File: config.mk
export PLATFORM = sky130hd
export DESIGN_NAME = power_monitor_mux
export DESIGN_NICKNAME = d
export VERILOG_FILES = /design/src/rtl/power_monitor_mux.sv
export SDC_FILE = /design/constraint.sdc
export NUM_CORES = 1
export LEC_CHECK = 0
export ABC_AREA = 1
export CAP_MARGIN = 10
export CORE_ASPECT_RATIO = 1.2
export CORE_MARGIN = 3
export CORE_UTILIZATION = 50
export DETAILED_ROUTE_END_ITERATION = 7
export PLACE_DENSITY = 0.78
export SETUP_SLACK_MARGIN = 0.15
export SLEW_MARGIN = 20
export SYNTH_ARGS = -nofsm -noshare
export SYNTH_HDL_FRONTEND = slang
export SYNTH_SLANG_ARGS = --single-unit
File: constraint.sdc
create_clock -name clk_i -period 2.68 [get_ports clk_i]
set_input_delay 0.536 -clock clk_i [delete_from_list [all_inputs] [get_ports clk_i]]
set_output_delay 0.536 -clock clk_i [all_outputs]
set_load 0.005 [all_outputs]
File: src/rtl/power_monitor_mux.sv
// Multi-rail power monitor: sequences a comparator mux, debounces per-comparator
// undervolt/overvolt faults after grace periods, and latches fault status until acked.
module power_monitor_mux #(
  parameter int unsigned NUM_CH        = 4,
  parameter int unsigned SEL_W         = 4,
  parameter int unsigned SETTLE_CYCLES = 1024,
  parameter int unsigned OV_GRACE      = 10,
  parameter int unsigned UV_GRACE      = 50000,
  parameter int unsigned DEBOUNCE      = 2,
  parameter int unsigned AUTO_KILL     = 0
) (
  input  logic                  clk_i,
  input  logic                  reset_i,
  input  logic                  start_i,
  input  logic [NUM_CH-1:0]     ch_mask_i,
  input  logic                  data_i,
  input  logic                  ack_i,
  output logic                  kill_sw_o,
  output logic [SEL_W-1:0]      sel_o,
  output logic                  error_o,
  output logic [2*NUM_CH-1:0]   fault_status_o,
  output logic                  scan_done_o
);

  localparam int unsigned NC    = 2 * NUM_CH;
  localparam int unsigned WaitW = $clog2(SETTLE_CYCLES);
  localparam int unsigned OvW   = (OV_GRACE > 0) ? $clog2(OV_GRACE + 1) : 1;
  localparam int unsigned UvW   = (UV_GRACE > 0) ? $clog2(UV_GRACE + 1) : 1;
  localparam int unsigned FcW   = $clog2(DEBOUNCE + 1);

  typedef enum logic [1:0] {StIdle, StSettle, StSample, StFault} state_e;

  state_e            state_q, state_d;
  logic [SEL_W-1:0]  sel_q, sel_d;
  logic              kill_q, kill_d;
  logic              error_q, error_d;
  logic [NC-1:0]     fault_q, fault_d;
  logic              done_q, done_d;
  logic [WaitW-1:0]  wait_q, wait_d;
  logic [OvW-1:0]    ov_q, ov_d;
  logic [UvW-1:0]    uv_q, uv_d;
  logic [FcW-1:0]    fail_cnt_q [NC];
  logic [FcW-1:0]    fail_cnt_d [NC];

  logic              mask_bit;
  logic              fail;
  logic              fault_hit;
  logic              is_last;
  logic [FcW-1:0]    cur_cnt;
  logic [FcW-1:0]    new_cnt;

  // Evaluation of the comparator currently selected by sel_q.
  always_comb begin
    mask_bit = 1'b0;
    cur_cnt  = '0;
    for (int r = 0; r < int'(NUM_CH); r++) begin
      if ((int'(sel_q) >> 1) == r) mask_bit = ch_mask_i[r];
    end
    for (int i = 0; i < int'(NC); i++) begin
      if (int'(sel_q) == i) cur_cnt = fail_cnt_q[i];
    end
    fail = mask_bit & ((~sel_q[0] & ~data_i & (uv_q == '0)) |
                       ( sel_q[0] &  data_i & (ov_q == '0)));
    if (!fail) begin
      new_cnt = '0;
    end else if (cur_cnt == FcW'(DEBOUNCE)) begin
      new_cnt = cur_cnt;
    end else begin
      new_cnt = cur_cnt + 1'b1;
    end
    fault_hit = fail && (new_cnt == FcW'(DEBOUNCE));
    is_last   = (sel_q == SEL_W'(NC - 1));
  end

  always_comb begin
    state_d    = state_q;
    sel_d      = sel_q;
    kill_d     = kill_q;
    error_d    = error_q;
    fault_d    = fault_q;
    done_d     = 1'b0;
    wait_d     = wait_q;
    ov_d       = ov_q;
    uv_d       = uv_q;
    fail_cnt_d = fail_cnt_q;

    if (!start_i) begin
      state_d = StIdle;
      sel_d   = '1;
      kill_d  = 1'b0;
      error_d = 1'b0;
      fault_d = '0;
      wait_d  = '0;
      ov_d    = OvW'(OV_GRACE);
      uv_d    = UvW'(UV_GRACE);
      for (int i = 0; i < int'(NC); i++) fail_cnt_d[i] = '0;
    end else begin
      unique case (state_q)
        StIdle: begin
          state_d = StSettle;
          sel_d   = '0;
          kill_d  = 1'b1;
          wait_d  = '0;
          ov_d    = OvW'(OV_GRACE);
          uv_d    = UvW'(UV_GRACE);
          for (int i = 0; i < int'(NC); i++) fail_cnt_d[i] = '0;
        end
        StSettle: begin
          wait_d = wait_q + 1'b1;
          if (wait_q == WaitW'(SETTLE_CYCLES - 1)) state_d = StSample;
        end
        StSample: begin
          for (int i = 0; i < int'(NC); i++) begin
            if (int'(sel_q) == i) fail_cnt_d[i] = new_cnt;
          end
          if (fault_hit) begin
            // sel and grace counters freeze so the host sees the offending comparator.
            state_d = StFault;
            error_d = 1'b1;
            kill_d  = (AUTO_KILL == 0);
            for (int i = 0; i < int'(NC); i++) begin
              if (int'(sel_q) == i) fault_d[i] = 1'b1;
            end
          end else begin
            state_d = StSettle;
            wait_d  = '0;
            if (is_last) begin
              sel_d  = '0;
              done_d = 1'b1;
              if (ov_q != '0) ov_d = ov_q - 1'b1;
              if (uv_q != '0) uv_d = uv_q - 1'b1;
            end else begin
              sel_d = sel_q + 1'b1;
            end
          end
        end
        StFault: begin
          if (ack_i) begin
            state_d = StSettle;
            error_d = 1'b0;
            fault_d = '0;
            sel_d   = '0;
            kill_d  = 1'b1;
            wait_d  = '0;
            ov_d    = OvW'(OV_GRACE);
            uv_d    = UvW'(UV_GRACE);
            for (int i = 0; i < int'(NC); i++) fail_cnt_d[i] = '0;
          end
        end
        default: state_d = StIdle;
      endcase
    end
  end

  always_ff @(posedge clk_i) begin
    if (reset_i) begin
      state_q <= StIdle;
      sel_q   <= '1;
      kill_q  <= 1'b0;
      error_q <= 1'b0;
      fault_q <= '0;
      done_q  <= 1'b0;
      wait_q  <= '0;
      ov_q    <= '0;
      uv_q    <= '0;
      for (int i = 0; i < int'(NC); i++) fail_cnt_q[i] <= '0;
    end else begin
      state_q    <= state_d;
      sel_q      <= sel_d;
      kill_q     <= kill_d;
      error_q    <= error_d;
      fault_q    <= fault_d;
      done_q     <= done_d;
      wait_q     <= wait_d;
      ov_q       <= ov_d;
      uv_q       <= uv_d;
      fail_cnt_q <= fail_cnt_d;
    end
  end

  assign kill_sw_o      = kill_q;
  assign sel_o          = sel_q;
  assign error_o        = error_q;
  assign fault_status_o = fault_q;
  assign scan_done_o    = done_q;

endmodule
==> flow_summary_export.csv <==
group,metric,value,unit
placement,place_congestion,0.9634,
sta,setup_viol,0,
clock_network,cts.sinks,63,
clock_network,clock_path_buffers,2,
yosys,yosysTopAreaCellShare,34.77,%
yosys,synth_area,3627,µm²
yosys,yosys_warnings,0,
clock_network,insertion_delay,360,ps
sta,slew_headroom,59.19,%
finish,syn2layout_area_growth,30.60,%
setup_path,cp_common_cell,"a21oi_2",
sta,period_minus_slack,2622,ps
clock_network,cts_made_buffers,9,
clock_network,cts_root_buffer,"clkbuf_8",
setup_path,ff2ff_setup_slack,60,ps
status,status,"finished clean",
floorplanning,die_h,99.30,µm
yosys,syn_inst,536,
sta,slew_violations,0,
floorplanning,die_x,83.75,µm
sta,tightest_slew,611.5,ps
sta,hold_violations,0,
sta,fmax,381.4,MHz
yosys,ys_types,36,
hold_path,hold_path.class,"register to register",
placement,hpwl,7044,µm
power_and_ir_drop,p_total,2.189,mW
sta,clock_skew,12.48,ps
setup_path,path_class,"register to register",
yosys,synth_async_sr_flop_share,0,%
setup_path,cp_cell_sequence,"buf_6 -> ha_4 -> inv_6 -> nor2_4 -> nand2_2 -> a21oi_2 -> nor2_2 -> nor2_1 -> o22ai_1 -> nand2_1 -> a21boi_2 -> ha_4 -> buf_6 -> nand4_1 -> a21oi_2 -> nand2_1 -> a21oi_2 -> nor2_1",
finish,nets,618,
detailed_routing,wire_per_inst,16.21,µm
yosys,synth-seq-cells,63,
job,drv_cap,0,
detailed_routing,antenna_left,0,
yosys,seq_area_frac_synth,34.77,%
placement,placed_cell_area,4044,µm²
floorplanning,num_rows,33,
clock_network,cts.htree.levels,3,
sta,holdWs,454.4,ps
clock_network,ctsHoldBuffers,0,
sta,rsz0062_at_grt,"true",
finish,n_antenna_cell,0,
global_route,grt_pass1_wl,17280,µm
floorplanning,die-area,8316,µm²
detailed_routing,drt-vias-per-instance,5.809,
floorplanning,core,6937,µm²
detailed_routing,firstDrtPassIters,6,
power_and_ir_drop,ir_drop,0.3734,mV
global_route,antenna_found_initial,0,
sta,fin_setup_tns,0,ps
placement,portBuffers,23,
floorplanning,ios,24,
setup_path,crit_fanout,4,
setup_path,worstPathRequired,2930,ps
clock_network,cts_tree,"built",
global_route,grt_max_degree,22,
power_and_ir_drop,power_density,462.1,nW/µm²
yosys,synth_flop_cell,"dfxtp_1",
yosys,synth_edf_count,0,
detailed_routing,drcViolationCount,0,
yosys,ys_top_cells_by_area,"dfxtp_1 (35%), nand2_1 (13%), a21oi_1 (9.0%), nor2_1 (6.9%), nand4_1 (6.0%)",
finish,final_common_cell,"nand2_1",
global_route,grt_pass1_vias,3794,
detailed_routing,wl,11130,µm
global_route,grt_usage,25.26,%
finish,final_cell_mix,"nand2_1 (101), nor2_1 (63), dfxtp_1 (59)",
sta,period_share,97.83,%
clock_network,clkTransAtPathRegs,80,ps
setup_path,worstSetupEndpointType,"register",
setup_path,slowest_stage,"dfxtp_4",
yosys,avgSynthCellArea,6.767,µm²
yosys,syn-num-nets,559,
power_and_ir_drop,power.leakage,1.921,nW
global_route,gr-total-overflow,0,
detailed_routing,drt-initial-drc-count,370,
setup_path,max_stage_delay,390,ps
detailed_routing,num_vias,3991,
yosys,yosysTopAreaCell,"dfxtp_1",
finish,post-route-util,68.29,%
setup_path,start_kind,"register",
finish,drive_above_1_share,22.50,%
floorplanning,initial_core_util,52.29,%
finish,final_area,4737,µm²
setup_path,cp.arrival,2870,ps
layer usage:
metal  part of all wire [%]  vias to the layer above  track usage (%)
met5                      0                        -                0
met4                    4.8                        0            14.73
met3                    5.2                       53            3.977
met2                     51                      166            45.81
met1                     39                     1868            27.75
li1                       -                     1904                -
logic make-up after synthesis:
| group | count (synthesis) | synth area share [%] |
|---|---|---|
| compound gates | 103 | 14.76 |
| xor+xnor | 19 | 4.588 |
| fa+ha+maj | 14 | 4.829 |
| buf+inv | 67 | 7.175 |
| flops | 63 | 34.77 |
| simple gates | 270 | 33.87 |
repair_timing:
action                     4_1_cts  5_1_grt
resized for setup               41       66
setup buffers                    8        9
gates cloned                     0        4
setup endpoints to repair       45       61
pin swaps                       16       26
worst paths after layout:
path | to | from | depth (start not counted)
setup / recovery | error_o | sel_o[0] | 18
hold / removal | kill_sw_o | kill_sw_o | 2
setup reg to reg | error_o | sel_o[0] | 18
hold reg to reg | kill_sw_o | kill_sw_o | 2
layout make-up:
| class | count | area [µm²] |
|---|---|---|
| repair inverters | 1 | 11.26 |
| multi-input cells | 408 | 2382 |
| inverters | 52 | 227.7 |
| clock buffers | 12 | 145.1 |
| flip-flops and latches | 63 | 1271 |
| clock inverters | 4 | 45.04 |
| fillers | 526 | 2200 |
| well taps | 87 | 108.9 |
| repair buffers | 60 | 545.5 |
per-stage QoR:
| stage | worst slack (ps) | cells |
|---|---|---|
| after floorplan | 175.1 | 536 |
| after global placement | 1.855 | 650 |
| after detailed placement | -87.26 | 650 |
| after CTS | 150.5 | 674 |
| after global routing | -68.57 | 687 |
| final | 58.23 | 687 |
worst max-delay path, delay by kind of cell (launching register included):
kind            cells  cell delay (ps)
flops               1              390
buf+inv             3              240
compound gates      5              700
fa+ha+maj           2              420
simple gates        8              760
state kept, by name, indices dropped and copies added (netlist names):
signal	cells
state_q	2
scan_done_o	1
error_o	1
fault_status_o	8
sel_o	4
fail_cnt_q	16
uv_q	16
ov_q	4
kill_sw_o	1
wait_q	10
report_power, final:
group / switching (mW) / internal [mW]
Clock: 0.379 / 0.451
Sequential: 0.0279 / 0.965
Combinational: 0.223 / 0.144
Total: 0.629 / 1.56
cells in the mapped netlist (3+ instances only):
cell type	instances
nand2_1	121
nor2_1	67
a21oi_1	65
dfxtp_1	63
inv_1	47
nand4_1	35
o21ai_0	29
nand3_1	21
ha_1	14
clkbuf_1	10
xor2_1	10
xnor2_1	9
nor3_1	5
or2_2	5
buf_1	3
clkinv_1	3
nor2_2	3
nor2_4	3
(Power assumes the default switching activity.)
==> RTL edit 1, RTL diff (config.mk and constraints unchanged) <==
Make the reset (`reset_i`) asynchronous in one clocked block.
--- a/src/rtl/power_monitor_mux.sv
+++ b/src/rtl/power_monitor_mux.sv
@@ -152,7 +152,7 @@
     end
   end
 
-  always_ff @(posedge clk_i) begin
+  always_ff @(posedge clk_i or posedge reset_i) begin
     if (reset_i) begin
       state_q <= StIdle;
       sel_q   <= '1;
Function: differs if reset_i is asserted again (counterexample within 4 cycles, from zero or initial values and one cycle with reset_i high); with reset_i held inactive, the same outputs for 10 cycles.
==> RTL edit 1 against the unedited design <==
- sequential cell count did not move
- wire length shrank 8.4%
- area after synthesis up 7.4%
- setup slack better by 0.0028 ns
- global-route usage down 3.3 points
- die area increased by 6.9%
- cell area rose by 2.1%
Power is not compared: it rests on default switching activity, and its combinational part moved more than twofold at a synthesized area within 25%.
==> RTL edit 1: results (changes against the unedited design) <==
Detailed routing
  • Avg WL per Cell: 14.9 um (-7.8%)
  • Via density per instance: 5.55 (-4.4%)
  • Iteration-0 DRC Markers: 267 (-28%)
  • Drt first pass iters: 5 (-1)
  • Met3 wire length: 442 um (-24%)

Worst hold path
  • WHS Endpoint: error_o

Place
  • Dpl ws: -0.00386 ns (+0.0834 ns)
  • Hpwl dp: 6340 um (-9.9%)

GRT
  • Met1 GRT Util: 0.279 (+0.00144)
  • Vias in the first global route: 3,445 (-9.2%)
  • GRT met3 Usage: 0.0352 (-0.00460)
  • First-pass GRT wire length: 15,600 um (-9.9%)
  • Largest net degree at the start of global routing: 35 (+59%)

Run status
  • Status: finished clean

Yosys
  • Synth Flop Type: dfrtp_1
  • Distinct cell type count after synthesis: 32 (-11%)
  • Synth top area cells: dfrtp_1 (38%), nand2_1 (18%), nand4_1 (5.9%)
  • Post-synth ARST share: 1.00 (+1.00)
  • Most frequent cells after synthesis: nand2_1 (189), dfrtp_1 (59), nor2_1 (47), inv_1 (40), nand3_1 (39)

Final layout
  • Layout cells sized above 1: 0.194 (-0.0311)
  • Net count, final: 611 (-1.1%)

Clocking
  • Post-CTS Setup Inserts: 1 (-7)

Critical path
  • Reg-to-Reg Start: sel_o[1]
  • Worst flop-to-flop path endpoint: fault_status_o[1]

Timing
  • Clock Skew: 0.0145 ns (+0.00207 ns)
  • Measured slew at the worst slew-check pin: 1.14 ns (+0.524 ns)
## RTL edit 1: cell types whose count changed after synthesis, moves of 4 or more
cell | unedited run | this run
or2_2 | 5 | 9
a21oi_1 | 65 | 6
clkbuf_1 | 10 | 4
dfstp_2 | 0 | 4
o21ai_1 | 1 | 10
dfrtp_1 | 0 | 59
nor2_1 | 67 | 47
xnor2_1 | 9 | 5
dfxtp_1 | 63 | 0
inv_1 | 47 | 40
buf_2 | 1 | 6
nand3_1 | 21 | 39
nand2_1 | 121 | 189
## RTL edit 1: through the flow
step                hold WS [ns]  power [mW]  TNS [ns]  cell area (um2)
floorplan                  0.446        1.87         0             3890
global placement           0.453        2.16         0             4300
detailed placement         0.462        2.19  -0.00731             4300
CTS                        0.479        3.04         0             4520
global route               0.505        3.41     -1.33             4840
finish                     0.475        3.24         0             4840
## RTL edit 1: cells by family after synthesis
| group | synth area share |
|---|---|
| buffers and inverters | 0.0675 |
| adder cells (fa/ha/maj) | 0.0450 |
| XOR/XNOR | 0.0270 |
| AND/OR/NAND/NOR | 0.385 |
| flip-flops | 0.406 |
| AO/OA/AOI/OAI | 0.0691 |
## RTL edit 1: worst max path at each step
| stage | startpoint | end | slack, ns |
|---|---|---|---|
| final | sel_o[1] | fault_status_o[1] | 0.06 |
| after global routing | sel_o[1] | uv_q[8] | -0.08 |
| after CTS | sel_o[1] | ov_q[1] | 0.14 |
| after detailed placement | sel_o[1] | ov_q[1] | -0.004 |
| after global placement | sel_o[1] | ov_q[1] | 0.06 |
| after floorplan | sel_o[0] | fault_status_o[0] | 0.28 |
## RTL edit 1: area by class of cell
class                      instances  area [um2]
fill                             586        2560
multi-input combinational        413        2220
clock buffer                      10         128
tap                               90         113
timing repair buffer              56         561
inverter                          45         171
sequential                        63        1580
clock inverter                     6        61.3
==> RTL edit 2, RTL diff (same settings) <==
Without the edit above. Change the parameter `OV_GRACE` from 10 to 11.
--- a/src/rtl/power_monitor_mux.sv
+++ b/src/rtl/power_monitor_mux.sv
@@ -4,7 +4,7 @@
   parameter int unsigned NUM_CH        = 4,
   parameter int unsigned SEL_W         = 4,
   parameter int unsigned SETTLE_CYCLES = 1024,
-  parameter int unsigned OV_GRACE      = 10,
+  parameter int unsigned OV_GRACE      = 11,
   parameter int unsigned UV_GRACE      = 50000,
   parameter int unsigned DEBOUNCE      = 2,
   parameter int unsigned AUTO_KILL     = 0
Function: same outputs for any inputs over 10 cycles, from zero or initial values and one cycle with reset_i high; that may be too few to reach the edited logic, so the function may still have changed.
==> RTL edit 2 against the unedited design <==
- wire length up 0.45%
- cell area up 2.6%
- setup slack better by 0.049 ns
- sequential cell count unchanged
- area after synthesis up 1.8%
- critical path depth down 3
- cell count up 1.6%
- via count up 2.1%
- worst hold slack better by 0.0069 ns
- maximum frequency up 1.9%
- total power up 2.4%
- global-route usage down 1.4 points
- highest routed layer unchanged
==> RTL edit 2: results (changes against the unedited design) <==
Run status
  • Status: finished clean

Yosys
  • Most frequent cells after synthesis: nand2_1 (120), nor2_1 (67), a21oi_1 (64), dfxtp_1 (63), inv_1 (47)
  • Distinct cell type count after synthesis: 33 (-8.3%)
  • Syn Nets: 570 (+2.0%)
  • Synth top area cells: dfxtp_1 (34%), nand2_1 (12%), a21oi_1 (8.7%)
  • Mapped Cells: 547 (+2.1%)

Detailed routing
  • Routed WL: 11,200 um (+0.45%)
  • Via density per instance: 5.84 (+0.52%)
  • Drt first pass iters: 5 (-1)

Place
  • Hpwl dp: 6900 um (-2.0%)
  • Inst Count DP: 663 (+2.0%)
  • Gpl congestion: 1.00 (+3.7%)
  • Total placed instance area: 0.00415 mm2 (+2.5%)

Final layout
  • Final std cells w/o fill: 698 (+1.6%)
  • Net count, final: 629 (+1.8%)
  • Layout cells sized above 1: 0.242 (+0.0172)
  • # fillers: 554 (+5.3%)

Power and ir drop
  • P_leak: 1.98 nW (+3.1%)
  • Worst vdd ir: 0.358 mV (-4.0%)

GRT
  • Vias in the first global route: 3,595 (-5.2%)
  • Largest net degree at the start of global routing: 26 (+18%)
  • GRT Util Overall: 0.239 (-0.0138)

Timing
  • Measured slew at the worst slew-check pin: 0.488 ns (-0.124 ns)
  • Clock Skew: 0.00556 ns (-0.00692 ns)

Critical path
  • Critical Path AT: 2.85 ns (-0.02 ns)

Worst hold path
  • HP Class: flop to flop
[RTL edit 2: metal layers]
metal / vias up / track usage / share of wire
li1: 1933 / - / -
met5: - / 0 / 0
met2: 176 / 0.417 / 0.50
met3: 57 / 0.0378 / 0.054
met1: 1910 / 0.281 / 0.39
met4: 0 / 0.125 / 0.051
[RTL edit 2: worst paths after layout]
path	startpoint	to	slack (ns)	cells after the start
setup / recovery	sel_o[2]	fault_status_o[7]	0.11	15
hold / removal	kill_sw_o	kill_sw_o	0.46	2
setup reg to reg	sel_o[2]	fault_status_o[7]	0.11	15
hold reg to reg	kill_sw_o	kill_sw_o	0.46	2
[RTL edit 2: kinds of logic after synthesis]
group / synth area share
adder cells (fa/ha/maj): 0.0474
AND/OR/NAND/NOR: 0.352
XOR/XNOR: 0.0379
buffers and inverters: 0.0735
AO/OA/AOI/OAI: 0.148
flip-flops: 0.341
[RTL edit 2: final cells by class]
| class | count | area [um2] | share of cell area |
|---|---|---|---|
| repair buffers | 62 | 569 | 0.117 |
| clock buffers | 10 | 138 | 0.0283 |
| multi-input cells | 419 | 2500 | 0.514 |
| clock inverters | 6 | 70.1 | 0.0144 |
| flip-flops and latches | 63 | 1270 | 0.262 |
| well taps | 87 | 109 | 0.0224 |
| inverters | 51 | 204 | 0.0419 |
[RTL edit 2: what timing repair did]
action | in CTS | in global routing
endpoints found under the setup margin | 45 | 50
gates cloned | 0 | 5
buffers inserted | 1 | 13
hold buffers | 0 | 0
pin swaps | 4 | 37
gates resized for setup | 10 | 93
[RTL edit 2: per-stage QoR]
stage                      util  setup TNS [ns]  setup slack, ns
after global placement    0.591               0           0.0678
after floorplan               -               0            0.198
after detailed placement  0.591          -0.112          -0.0745
after CTS                 0.626               0            0.155
final                     0.693               0            0.107
after global routing      0.693         -0.0120          -0.0120
[RTL edit 2: tightest hold or removal path: stages (launching register included)]
cell and delay [ns]:
dfxtp_1 0.32, inv_1 0.05, a21oi_1 0.05
[RTL edit 2: power groups by stage]
stage | combinational [mW] | sequential, mW | clock (mW)
2_1_floorplan | 0.205 | 1.01 | 0
3_5_place_dp | 0.299 | 1.01 | 0
5_1_grt | 0.406 | 1.00 | 0.916
3_3_place_gp | 0.290 | 1.01 | 0
6_report | 0.371 | 0.997 | 0.873
4_1_cts | 0.310 | 0.994 | 0.879
